==> config.mk <==
export PLATFORM = sky130hd
export DESIGN_NAME = fifo_rd_adapter
export DESIGN_NICKNAME = d
export VERILOG_FILES = /design/src/rtl/fifo_rd_adapter_pkg.sv /design/src/rtl/fifo_rd_adapter.sv
export SDC_FILE = /design/constraint.sdc
export NUM_CORES = 1
export LEC_CHECK = 0
export ABC_AREA = 1
export CAP_MARGIN = 40
export CORE_MARGIN = 10
export CORE_UTILIZATION = 51
export DETAILED_ROUTE_END_ITERATION = 10
export GPL_TIMING_DRIVEN = 0
export PLACE_DENSITY = 0.82
export SLEW_MARGIN = 30
export SYNTH_ARGS = -nofsm -noshare
export SYNTH_HDL_FRONTEND = slang
export SYNTH_SLANG_ARGS = --single-unit
==> constraint.sdc <==
create_clock -name rclk -period 2.6 [get_ports rclk]
set_input_delay 0.39 -clock rclk [delete_from_list [all_inputs] [get_ports rclk]]
set_output_delay 0.39 -clock rclk [all_outputs]
set_load 0.005 [all_outputs]
==> src/rtl/fifo_rd_adapter_pkg.sv <==
// Shared types for fifo_rd_adapter: buffer state encoding and word counter width.
package fifo_rd_adapter_pkg;

  typedef enum logic [1:0] {
    EMPTY = 2'd0,
    HALF  = 2'd1,
    FULL  = 2'd2
  } state_t;

  localparam int WORD_CNT_W = 16;

  function automatic logic [1:0] occ_of(state_t s);
    logic [1:0] occ;
    occ = 2'd0;
    case (s)
      HALF:    occ = 2'd1;
      FULL:    occ = 2'd2;
      default: occ = 2'd0;
    endcase
    return occ;
  endfunction

endpackage

==> src/rtl/fifo_rd_adapter.sv <==
// FWFT async-FIFO read side to valid/ready stream via a 2-entry skid buffer; 1-cycle latency,
// rpull depends only on registered state and rempty. Optional word_cnt with FIFO_RD_ADAPTER_CNT_EN.
module fifo_rd_adapter
  import fifo_rd_adapter_pkg::*;
#(
  parameter int DATA_WIDTH = 32
) (
  input  logic                  rclk,
  input  logic                  rrst,
  input  logic                  rempty,
  input  logic [DATA_WIDTH-1:0] rdata,
  output logic                  rpull,
  output logic                  m_valid,
  input  logic                  m_ready,
  output logic [DATA_WIDTH-1:0] m_data,
`ifdef FIFO_RD_ADAPTER_CNT_EN
  output logic [1:0]            occupancy,
  output logic [WORD_CNT_W-1:0] word_cnt
`else
  output logic [1:0]            occupancy
`endif
);

  state_t                state;
  state_t                state_nxt;
  logic [DATA_WIDTH-1:0] head;
  logic [DATA_WIDTH-1:0] tail;
  logic                  push;
  logic                  pop;
  logic                  ld_head_rdata;
  logic                  ld_head_tail;
  logic                  ld_tail;

  // Pull is never allowed in FULL, even when the consumer is draining this cycle,
  // so m_ready has no combinational path to the FIFO side.
  assign rpull     = !rempty && (state != FULL) && !rrst;
  assign push      = rpull;
  assign m_valid   = (state != EMPTY);
  assign pop       = m_valid && m_ready;
  assign m_data    = head;
  assign occupancy = occ_of(state);

  always_ff @(posedge rclk or posedge rrst) begin
    if (rrst) begin
      state <= EMPTY;
    end else begin
      state <= state_nxt;
    end
  end

  always_comb begin
    state_nxt     = state;
    ld_head_rdata = 1'b0;
    ld_head_tail  = 1'b0;
    ld_tail       = 1'b0;
    case (state)
      EMPTY: begin
        if (push) begin
          state_nxt     = HALF;
          ld_head_rdata = 1'b1;
        end
      end
      HALF: begin
        if (push && pop) begin
          ld_head_rdata = 1'b1;
        end else if (push) begin
          state_nxt = FULL;
          ld_tail   = 1'b1;
        end else if (pop) begin
          state_nxt = EMPTY;
        end
      end
      FULL: begin
        if (pop) begin
          state_nxt    = HALF;
          ld_head_tail = 1'b1;
        end
      end
      default: begin
        state_nxt = EMPTY;
      end
    endcase
  end

  always_ff @(posedge rclk or posedge rrst) begin
    if (rrst) begin
      head <= '0;
      tail <= '0;
    end else begin
      if (ld_head_rdata) begin
        head <= rdata;
      end else if (ld_head_tail) begin
        head <= tail;
      end
      if (ld_tail) begin
        tail <= rdata;
      end
    end
  end

`ifdef FIFO_RD_ADAPTER_CNT_EN
  always_ff @(posedge rclk or posedge rrst) begin
    if (rrst) begin
      word_cnt <= '0;
    end else if (pop) begin
      word_cnt <= word_cnt + 1'b1;
    end
  end
`endif

endmodule

==> metrics.txt, run 1 <==
Max clock buf depth 2; syn avg cell area 8.12 µm²; crit start category register; Setup crit start state[0]; Synth top area share between 40% and 50%; Avg Vias per Cell approximately 5.6; top cells by area, synth dfrtp_1, nand2_1, nand4_1; outcome complete, no violations; Tcrit/Tclk final 89.5%; Die Span Y 101 µm; Post-CTS Setup Bufs 0; Lkg Pwr 2.17 nW; global placer's final weighted congestion 0.852; Final Slew Violations 0; initial antenna violation count 0; register area share after synthesis 49.6%; Crit Path Max Fanout 10; worst path required time 2.21 ns; area growth from synthesis to layout 30.7%; vias 3238; Syn Nets 446; Worst Min Path Start m_ready; core area 6350 µm²; RSZ-0062 raised after global routing no; f_max 430 MHz; vias in the first global route 3083; Fin Hold WS 0.451 ns; Die W 101 µm; Hold Buf Count CTS 0; DRT iter0 DRCs 255; final worst path period need 2.33 ns; Clock Latency Late Sink ~0.35 ns; clk root buf clkbuf_8; Num Clock Sinks between 60 and 70; io pins around 70; clock transition at the registers of the reported paths 0.07 ns; distinct cell type count after synthesis 17; final non-filler cell area approximately 4400 µm²; layout cells sized above 1 about an eighth; mapped cell area between 3000 and 4000 µm²; first-pass GRT wire length 15.3 mm; Synth Register Bits 66; initial core utilization 52.4%; RR Startpoint state[1]; largest net degree at the start of global routing 46; final hold vios 0; worst relative slew slack 66.6%; Yosys warnings 0; DP Wirelength ~6.5 mm; WL final around 9.4 mm; CTS buffer count 9; gr ovfl total 0; Worst Path Arrival 1.94 ns; # port buffers 70; DRC 0; worst vdd ir 0.000446 V; Wirelength per Cell 16.4 µm; GRT Util Overall a little under a fifth; Resized cells post-CTS 0; TritonCTS clock tree done; number of diodes 0; largest area contributor in the netlist dfrtp_1; Max Cap Viol 0; Post-Place Cell Area 4160 µm²; WS Path Type register to output pin; Least-Margin Pin Slew 0.501 ns; critical path endpoint category output pin; Synth Instances between 400 and 500; setup skew after layout 0.00644 ns; # setup viols final 0; htree depth 3; post-route ant nets 0; Die ar. a little over 10000 µm²; row cnt 29; DR pass1 iterations 4; type of the worst min-delay path primary input to register; PwrDens 726 nW/µm²; Final nets 528
==> layout make-up <==
cell class	instances	area [µm²]
Buffer	36	189
Sequential cell	66	1650
Clock buffer	11	141
Clock inverter	5	53.8
Multi-Input combinational cell	271	1350
Tap cell	77	96.3
Fill cell	509	2000
Inverter	37	141
Timing Repair Buffer	71	728
==> path summary, 6_finish.rpt <==
check	to	slack, ns	cells past startpoint
max in group asynchronous	tail[21]	1.62	3
hold / removal	state[1]	0.45	4
hold reg to reg	tail[2]	0.49	2
setup / recovery	m_valid	0.27	4
setup reg to reg	m_data[21]	1.04	6
min in group asynchronous	m_data[0]	0.47	2
==> metrics by stage <==
step / worst slack, ns / power [mW] / utilization, % / TNS [ns] / std cells
CTS: 0.278 / 3.17 / 68.5 / 0 / 574
finish: 0.274 / 3.16 / 68.5 / 0 / 574
detailed placement: 0.508 / 2.30 / 65.5 / 0 / 558
global route: 0.139 / 3.33 / 68.5 / 0 / 574
floorplan: 0.555 / 1.86 / - / 0 / 410
global placement: -0.671 / 2.25 / 65.0 / -44.07 / 557
==> sequential cells by signal (all words and copies together), names as in the netlist <==
signal and flops:
m_data 32, tail 32, state 2
==> placed cells by master, fill, tap and decap left out, types with 5 or more instances in the layout <==
master and instances:
buf_2 13, buf_6 5, clkbuf_1 17, clkbuf_8 10, clkdlybuf4s50_1 70, dfrtp_1 66
inv_1 33, nand2_1 135, nand3_1 33, nand4_1 64, o21ai_1 16, o21ai_2 14
==> cells in the mapped netlist, drive strengths merged <==
| cell type | number |
|---|---|
| nand2 | 136 |
| nor2 | 3 |
| buf | 20 |
| inv | 37 |
| o21ai | 32 |
| nor3 | 1 |
| clkbuf | 16 |
| nand3 | 35 |
| nand4 | 64 |
| dfrtp | 66 |
==> power breakdown <==
group / internal, mW / total (mW) / switching [mW]
Clock: 0.466 / 0.875 / 0.409
Sequential: 1.29 / 1.44 / 0.151
Combinational: 0.437 / 0.840 / 0.403
Total: 2.19 / 3.16 / 0.963
==> cell families after synthesis <==
| logic type | Yosys count | synth area share [%] |
|---|---|---|
| AND/OR/NAND/NOR | 239 | 34.2 |
| buffers and inverters | 73 | 9.85 |
| AO/OA/AOI/OAI | 32 | 6.39 |
| flip-flops | 66 | 49.6 |
==> per-layer routing <==
metal | GRT usage (%) | wire [µm]
met3 | 6.86 | 945
met4 | 6.20 | 106
met5 | 0 | 0
met2 | 28.9 | 4580
met1 | 23.4 | 3800
==> critical path, cell delays in order, from the launching register on <==
cell and delay [ns]:
dfrtp_1 0.44, inv_2 0.16, clkbuf_1 0.40, nand2_1 0.12, clkdlybuf4s50_1 0.48
(Power assumes the default switching activity.)
==> inputs of run 2 (changes only) <==
--- a/config.mk
+++ b/config.mk
@@ -7,11 +7,13 @@
 export LEC_CHECK = 0
 export ABC_AREA = 1
 export CAP_MARGIN = 40
+export CELL_PAD_IN_SITES_DETAIL_PLACEMENT = 0
+export CELL_PAD_IN_SITES_GLOBAL_PLACEMENT = 2
 export CORE_MARGIN = 10
-export CORE_UTILIZATION = 51
+export CORE_UTILIZATION = 29
 export DETAILED_ROUTE_END_ITERATION = 10
 export GPL_TIMING_DRIVEN = 0
-export PLACE_DENSITY = 0.82
+export PLACE_DENSITY = 0.81
 export SLEW_MARGIN = 30
 export SYNTH_ARGS = -nofsm -noshare
 export SYNTH_HDL_FRONTEND = slang
==> metrics.txt, run 2 (same netlist as run 1, synthesis figures left out) <==
worst relative slew slack 60.4% (-6.2 points); htree depth 3 (unchanged); critical path endpoint category output pin; TritonCTS clock tree done; DRC 0 (unchanged); Num Clock Sinks 66 (unchanged); Crit Path Max Fanout 10 (unchanged); crit-path cells inv_2 > clkbuf_1 > nand2_1 > clkdlybuf4s50_1; clock transition at the registers of the reported paths 0.05 ns (-0.02 ns); Max Cap Viol 0 (unchanged); vias in the first global route 3194 (+3.6%); Tcrit/Tclk final 88.9% (-0.61 points); Worst Setup Slack, final 0.289 ns (+0.0158 ns); Worst Path Arrival 1.92 ns (-0.02 ns); # setup viols final 0 (unchanged); WS Path Type register to output pin; DR pass1 iterations 4 (unchanged); core area 11300 µm² (+78%); outcome complete, no violations; row cnt 39 (+34%); Lkg Pwr 2.22 nW (+2.3%); cell count along the critical path 4 (unchanged); io pins 72 (unchanged); dpl ws 0.499 ns (-0.00935 ns); worst path required time 2.21 ns (about the same); gr ovfl total 0 (unchanged); first-pass GRT wire length 17.0 mm (+11%); GRT busiest layer met2; f_max 433 MHz (+0.68%); commonest cells after routing, fill and taps aside nand2_1, clkdlybuf4s50_1, dfrtp_1, nand4_1; clk root buf clkbuf_16; CTS buffer count 9 (unchanged); Avg Vias per Cell 4.91 (-13%); crit start category register; Least-Margin Pin Slew 0.594 ns (+0.0928 ns); final worst path period need 2.31 ns (-0.0158 ns); GRT Util Overall 12.8% (-5.8 points); initial antenna violation count 0 (unchanged); DP Wirelength 7.19 mm (+10%); Hold Buf Count CTS 0 (unchanged); CP max stage delay 0.48 ns (about the same); Wirelength per Cell 16.3 µm (-0.57%); WP buf/inv 3 (unchanged); global placer's final weighted congestion 0.758 (-11%); number of diodes 0 (unchanged); Global Route met3 Usage 3.47% (-3.4 points); Resized cells post-CTS 0 (unchanged); worst vdd ir 0.000335 V (-25%); GRT met2 Usage 20.3% (-8.6 points); type of the worst min-delay path register to register; final hold vios 0 (unchanged); WL final 10.5 mm (+11%); CP top delay family buffers and inverters; Clock Latency Late Sink 0.33 ns (-0.02 ns); Hold Crit Depth 2 (-2); area growth from synthesis to layout 36.7%; commonest non-fill, non-tap cell in the layout nand2_1; largest net degree at the start of global routing 40 (-13%); Max clock buf depth 2 (unchanged); Final Slew Violations 0 (unchanged); layout cells sized above 1 11.7% (unchanged); M1 GR Usage 17.0% (-6.4 points); Die ar. 16200 µm² (+59%); Final nets 528 (unchanged); Post-CTS Setup Bufs 0 (unchanged); Die Span Y 127 µm (+26%); RSZ-0062 raised after global routing no; setup skew after layout 0.00768 ns (+0.00125 ns); Die W 127 µm (+26%); R2R depth 6 (unchanged); PwrDens 788 nW/µm² (+8.6%); slowest cell on the critical path clkdlybuf4s50_1; post-route ant nets 0 (unchanged); DRT iter0 DRCs 281 (+10%); # port buffers 70 (unchanged); initial core utilization 29.4% (-23 points); Fin Hold WS 0.486 ns (+0.0354 ns); vias 3143 (-2.9%)
-- run 2: power breakdown --
part	switching, mW	internal, mW
clock	0.446	0.862
sequential	0.149	1.29
combinational	0.401	0.435
total	0.996	2.59
-- run 2: final timing paths --
check,endpoint,from,slack (ns)
max in group asynchronous,tail[12],rrst,1.54
setup reg to reg,m_data[10],state[1],0.99
setup / recovery,m_valid,state[0],0.29
hold / removal,tail[1],tail[1],0.49
min in group asynchronous,m_data[30],rrst,0.52
hold reg to reg,tail[1],tail[1],0.49
-- run 2: metrics by stage --
| stage | instances | area [µm²] | utilization (%) | TNS (ns) | total power [mW] |
|---|---|---|---|---|---|
| global placement | 623 | 4210 | 37.2 | -56.59 | 2.28 |
| finish | 640 | 4550 | 40.2 | 0 | 3.59 |
| global route | 640 | 4550 | 40.2 | 0 | 3.81 |
| CTS | 640 | 4550 | 40.2 | 0 | 3.64 |
| detailed placement | 624 | 4230 | 37.4 | 0 | 2.31 |
| floorplan | 410 | 3330 | - | 0 | 1.86 |
-- run 2: area by class of cell --
type / count / area, µm²
sequential: 66 / 1650
timing repair buffer: 71 / 721
clock inverter: 5 / 77.6
inverter: 37 / 141
multi-input combinational: 271 / 1350
clock buffer: 11 / 243
fill: 1212 / 6770
buffer: 36 / 189
tap: 143 / 179
-- run 2: worst reg2reg max path, stage by stage, from the launching register on --
cell	delay, ns
dfrtp_1	0.35
buf_2	0.18
inv_2	0.20
buf_1	0.43
nand4_1	0.16
nand2_1	0.13
nand2_1	0.05
-- run 2: layer usage --
layer  up-vias  part of all wire [%]
li1       1536                     -
met1      1503                    46
met2       100                    48
met3         4                   5.5
met4         0                  0.41
met5         -                     0
